<file path="config.mk">
export PLATFORM = sky130hd
export DESIGN_NAME = cla_mp_seq
export DESIGN_NICKNAME = d
export VERILOG_FILES = /design/src/rtl/cla_mp_seq.sv
export SDC_FILE = /design/constraint.sdc
export NUM_CORES = 1
export LEC_CHECK = 0
export ABC_AREA = 1
export CAP_MARGIN = 40
export CORE_UTILIZATION = 30
export CTS_CLUSTER_DIAMETER = 100
export DETAILED_ROUTE_END_ITERATION = 7
export DONT_BUFFER_PORTS = 1
export HOLD_SLACK_MARGIN = 0.06
export PLACE_DENSITY = 0.44
export SETUP_SLACK_MARGIN = 0.02
export SLEW_MARGIN = 10
export SYNTH_ARGS = -nofsm -noshare
export SYNTH_HDL_FRONTEND = slang
export SYNTH_SLANG_ARGS = --single-unit
</file>
<file path="constraint.sdc">
create_clock -name clk -period 18.4 [get_ports clk]
set_clock_uncertainty 0.2 [all_clocks]
set_input_delay 2.76 -clock clk [delete_from_list [all_inputs] [get_ports clk]]
set_output_delay 2.76 -clock clk [all_outputs]
set_load 0.01 [all_outputs]
</file>
<file path="src/rtl/cla_mp_seq.sv">
// Multi-precision add/subtract sequencer: one N-bit carry-lookahead slice is
// reused across WORDS cycles, least-significant word first, with a registered inter-word carry.

module cla_slice #(
    parameter int N = 32
) (
    input  logic [N-1:0] a,
    input  logic [N-1:0] b,
    input  logic         cin,
    output logic [N-1:0] sum,
    output logic         cout
);
    localparam int GROUPS = N / 4;

    logic [N-1:0]      g;
    logic [N-1:0]      p;
    logic [GROUPS-1:0] grp_g;
    logic [GROUPS-1:0] grp_p;
    logic [GROUPS:0]   c_grp;

    assign g = a & b;
    assign p = a ^ b;

    // Group carries resolved in one block so the chain never feeds back on itself.
    always_comb begin
        c_grp[0] = cin;
        for (int i = 0; i < GROUPS; i++) begin
            c_grp[i+1] = grp_g[i] | (grp_p[i] & c_grp[i]);
        end
    end

    assign cout = c_grp[GROUPS];

    for (genvar gi = 0; gi < GROUPS; gi++) begin : g_grp
        logic [3:0] gg;
        logic [3:0] pp;
        logic [3:0] cc;

        assign gg = g[gi*4 +: 4];
        assign pp = p[gi*4 +: 4];

        assign cc[0] = c_grp[gi];
        assign cc[1] = gg[0] | (pp[0] & cc[0]);
        assign cc[2] = gg[1] | (pp[1] & gg[0]) | (pp[1] & pp[0] & cc[0]);
        assign cc[3] = gg[2] | (pp[2] & gg[1]) | (pp[2] & pp[1] & gg[0])
                     | (pp[2] & pp[1] & pp[0] & cc[0]);

        assign grp_g[gi] = gg[3] | (pp[3] & gg[2]) | (pp[3] & pp[2] & gg[1])
                         | (pp[3] & pp[2] & pp[1] & gg[0]);
        assign grp_p[gi] = &pp;

        assign sum[gi*4 +: 4] = pp ^ cc;
    end
endmodule

module cla_mp_seq #(
    parameter int N     = 32,
    parameter int WORDS = 4
) (
    input  logic                 clk,
    input  logic                 rst,
    input  logic                 in_valid,
    output logic                 in_ready,
    input  logic [N*WORDS-1:0]   a,
    input  logic [N*WORDS-1:0]   b,
    input  logic                 cin,
    input  logic                 sub,
    output logic                 out_valid,
    input  logic                 out_ready,
    output logic [N*WORDS-1:0]   sum,
    output logic                 cout,
    output logic                 ovf,
    output logic                 busy
);
    localparam int W  = N * WORDS;
    localparam int IW = (WORDS > 1) ? $clog2(WORDS) : 1;
    localparam logic [IW-1:0] LAST_IDX = IW'(WORDS - 1);

    typedef enum logic [1:0] {IDLE, RUN, DONE} state_t;

    state_t        state_q, state_d;
    logic [W-1:0]  a_q, a_d;
    logic [W-1:0]  b_q, b_d;
    logic [W-1:0]  sum_q, sum_d;
    logic          carry_q, carry_d;
    logic [IW-1:0] idx_q, idx_d;
    logic          cout_q, cout_d;
    logic          ovf_q, ovf_d;

    logic [N-1:0]  a_words [WORDS];
    logic [N-1:0]  b_words [WORDS];
    logic [N-1:0]  cla_sum;
    logic          cla_cout;

    for (genvar gi = 0; gi < WORDS; gi++) begin : g_word
        assign a_words[gi] = a_q[gi*N +: N];
        assign b_words[gi] = b_q[gi*N +: N];
        // Only the word currently being processed is overwritten.
        assign sum_d[gi*N +: N] = (state_q == RUN && idx_q == IW'(gi))
                                ? cla_sum : sum_q[gi*N +: N];
    end

    cla_slice #(.N(N)) u_cla (
        .a    (a_words[idx_q]),
        .b    (b_words[idx_q]),
        .cin  (carry_q),
        .sum  (cla_sum),
        .cout (cla_cout)
    );

    always_comb begin
        state_d = state_q;
        a_d     = a_q;
        b_d     = b_q;
        carry_d = carry_q;
        idx_d   = idx_q;
        cout_d  = cout_q;
        ovf_d   = ovf_q;
        case (state_q)
            IDLE: begin
                if (in_valid) begin
                    a_d     = a;
                    b_d     = sub ? ~b : b;
                    carry_d = sub | cin;
                    idx_d   = '0;
                    state_d = RUN;
                end
            end
            RUN: begin
                carry_d = cla_cout;
                idx_d   = idx_q + 1'b1;
                if (idx_q == LAST_IDX) begin
                    idx_d   = '0;
                    cout_d  = cla_cout;
                    // Carry into the MSB recovered as a ^ b ^ sum at that bit.
                    ovf_d   = a_q[W-1] ^ b_q[W-1] ^ cla_sum[N-1] ^ cla_cout;
                    state_d = DONE;
                end
            end
            DONE: begin
                if (out_ready) begin
                    state_d = IDLE;
                end
            end
            default: state_d = IDLE;
        endcase
    end

    always_ff @(posedge clk or posedge rst) begin
        if (rst) begin
            state_q <= IDLE;
            a_q     <= '0;
            b_q     <= '0;
            sum_q   <= '0;
            carry_q <= 1'b0;
            idx_q   <= '0;
            cout_q  <= 1'b0;
            ovf_q   <= 1'b0;
        end else begin
            state_q <= state_d;
            a_q     <= a_d;
            b_q     <= b_d;
            sum_q   <= sum_d;
            carry_q <= carry_d;
            idx_q   <= idx_d;
            cout_q  <= cout_d;
            ovf_q   <= ovf_d;
        end
    end

    assign in_ready  = (state_q == IDLE) && !rst;
    assign out_valid = (state_q == DONE);
    assign busy      = (state_q != IDLE);
    assign sum       = sum_q;
    assign cout      = cout_q;
    assign ovf       = ovf_q;
endmodule

</file>
==> flow_metrics.py <==
metrics = {
    "sta": {
        "setup_tns_ns": 0,
        "fin_crit_sh_pct": 32.2,
        "tightest_slew_ns": 0.920,
        "max_freq_mhz": 169,
        "final-max-slew-violation-count": 0,
        "hold_viol": 0,
        "fin_crit_ns": 5.92,
        "slew_headroom_pct": 38.6,
        "rsz0062_at_grt": "false",
        "setup-violations-final": 0,
    },
    "power_and_ir_drop": {
        "power.density_nw_per_um2": 246,
        "vdd_drop_max_mv": 0.109,
        "p_comb_share_pct": 49.9,
        "p_int_mw": 2.60,
        "fin_total_pwr_mw": 5.11,
        "p_leak_nw": 9.93,
        "p_seq_share_pct": 31.5,
        "p_sw_mw": 2.51,
        "clockPowerShare_pct": 18.6,
        "switching_share_pct": 49.1,
    },
    "critical_path": {
        "path_class": "input port to output pin",
        "reg2reg_depth": 26,
        "startpoint_type": "input port",
        "crit_path_start": "rst",
        "crit_path_cell_trace": "nor2_1",
        "r2r_start": "idx_q[0]",
        "path_buf_inv": 0,
        "crit_fanout": 2,
        "cp-endpoint": "in_ready",
        "cp_data_required_time_ns": 15.44,
        "cp-end-kind": "output pin",
        "r2r-end": "sum[61]",
        "critPathMaxStageDelay_ns": 0.20,
        "arrival_ns": 2.96,
        "r2r_setup_slack_ns": 13.08,
        "slowest_stage": "nor2_1",
        "worst-path-stages": 1,
        "cp_top_family": "simple AND/OR/NAND/NOR gates",
    },
    "detailed_routing": {
        "via_count": 14126,
        "firstDrtPassIters": 5,
        "drtIter0Drc": 957,
        "ant_nets": 0,
        "drcViolationCount": 0,
        "drt-wirelength-per-cell_um": 21.0,
        "via_per_inst": 4.82,
        "drt_wl_total_um": 61400,
    },
    "logic_synthesis": {
        "netlist_area_um2": 18400,
        "synth.area.top_cells": "dfrtp_1 (53%), nand2_1 (17%), o21ai_0 (8.4%)",
        "synth_top_area_share_pct": 53.1,
        "yosysMostFrequentCell": "nand2_1",
        "postSynthCellCount": 2177,
        "synth_commonest_cells": "nand2_1 (820), dfrtp_1 (391), o21ai_0 (310)",
        "synth_area_leader_cell": "dfrtp_1",
        "ys_seq_area_share_pct": 53.1,
        "ys_warn_count": 0,
        "syn_avg_cell_area_um2": 8.46,
        "synthArstFlopShare_pct": 100,
        "ys_seq_elements": 391,
        "synth-edff-count": 0,
        "synth_flop_cell": "dfrtp_1",
        "syn_nets": 2483,
        "ys_types": 32,
    },
    "die": {
        "dieArea_um2": 62400,
        "core_um2": 60500,
        "rows": 90,
        "initial_core_util_pct": 30.5,
        "floorplan.io_pins": 395,
        "die_w_um": 250,
        "die-height_um": 250,
    },
    "finish": {
        "drive_gt1_share_pct": 6.01,
        "fin_cells": 2932,
        "synthToLayoutAreaGrowth_pct": 12.9,
        "nNetsFinal": 2418,
    },
    "clock_network": {
        "clk_path_buf_depth": 3,
        "postCtsSetupBuffers": 0,
        "cts_sinks": 391,
        "cts_resized": 0,
        "clk_pin_slew_worst_paths_ns": 0.06,
        "cts_tree": "built",
        "cts_buffers": 47,
        "root_buffer": "clkbuf_16",
        "clk_latency_ns": 0.59,
        "ctsHoldBuffers": 0,
        "cts_max_level": 2,
    },
    "grt": {
        "grt-ovfl-total": 0,
        "grt_pass1_vias": 14386,
        "grt_pass1_wl_um": 92600,
        "grt_usage_pct": 19.6,
        "grt_max_degree": 231,
        "antenna_found_initial": 5,
    },
    "placed_design": {
        "numPlacedInstances": 2845,
        "place_congestion": 0.805,
        "dp_hpwl_um": 42400,
        "portBuffers": 0,
    },
    "run_status": {
        "status": "complete, no violations",
    },
    "run": {
        "cap_violations": 0,
    },
    "min_path": {
        "hp-class": "register to register",
    },
}
## state kept, by name, indices dropped and copies added (netlist names)
| signal | flops |
|---|---|
| a_q | 128 |
| b_q | 128 |
| carry_q | 1 |
| cout | 1 |
| idx_q | 2 |
| ovf | 1 |
| state_q | 2 |
| sum | 128 |
## layout make-up
cell class	count	area [µm²]
fillers	6305	39700
repair buffers	24	310
clock buffers	69	1360
clock inverters	15	199
multi-input cells	1606	7970
diodes	3	7.51
inverters	42	170
well taps	782	978
flip-flops and latches	391	9790
## routing by layer
| metal | vias to the layer above | routed length (µm) | global-route usage (%) |
|---|---|---|---|
| li1 | 6860 | - | - |
| met3 | 76 | 4960 | 5.84 |
| met4 | 4 | 1200 | 4.78 |
| met5 | - | 20 | 0 |
| met1 | 6776 | 28400 | 27.3 |
| met2 | 410 | 26800 | 29.6 |
## power by group through the flow
stage	registers (mW)	logic (mW)	clock network (mW)
after detailed placement	1.62	2.60	0
after CTS	1.61	2.61	0.978
after global placement	1.62	2.56	0
final	1.61	2.55	0.951
after global routing	1.66	2.88	1.01
after floorplan	1.52	1.68	0
## cell families (layout without fill, tap and decap cells)
kind of cell,after synthesis,in the layout,synth area share (%)
fa+ha+maj,44,44,3.32
flops,391,391,53.1
buf+inv,180,150,3.68
other cells,0,3,0
simple gates,1000,1000,20.9
compound gates,415,415,11.9
xor+xnor,147,147,7.07
## how the worst min path moves through the flow
| stage | startpoint | end | slack (ns) | cells past startpoint |
|---|---|---|---|---|
| 6_report | a_q[61] | a_q[61] | 0.27 | 2 |
| 3_5_place_dp | a_q[80] | a_q[80] | 0.26 | 2 |
| 4_1_cts | a_q[52] | a_q[52] | 0.28 | 2 |
| 5_1_grt | a_q[52] | a_q[52] | 0.29 | 2 |
| 3_3_place_gp | a_q[32] | a_q[32] | 0.26 | 2 |
| 2_1_floorplan | a_q[32] | a_q[32] | 0.24 | 2 |
## cells in the final DEF, fill, tap and decap left out, types with 13 or more instances in the layout
| cell | count |
|---|---|
| nand2_1 | 816 |
| dfrtp_1 | 389 |
| o21ai_0 | 310 |
| nor2_1 | 145 |
| xnor2_1 | 129 |
| o22ai_1 | 64 |
| clkbuf_16 | 48 |
| ha_1 | 36 |
| inv_1 | 35 |
| o21ai_1 | 17 |
| xor2_1 | 16 |
| buf_4 | 16 |
| a21oi_1 | 14 |
| nand2_2 | 13 |
| clkbuf_1 | 13 |
## stage by stage
step,area (µm²),setup slack (ns),utilization [%],hold WS [ns]
CTS,20800,12.47,34.4,0.275
global route,20800,12.45,34.4,0.289
global placement,19000,12.46,31.5,0.259
detailed placement,19200,12.47,31.8,0.260
finish,20800,12.48,34.4,0.271
floorplan,18400,4.57,-,0.244
(Power assumes the default switching activity.)
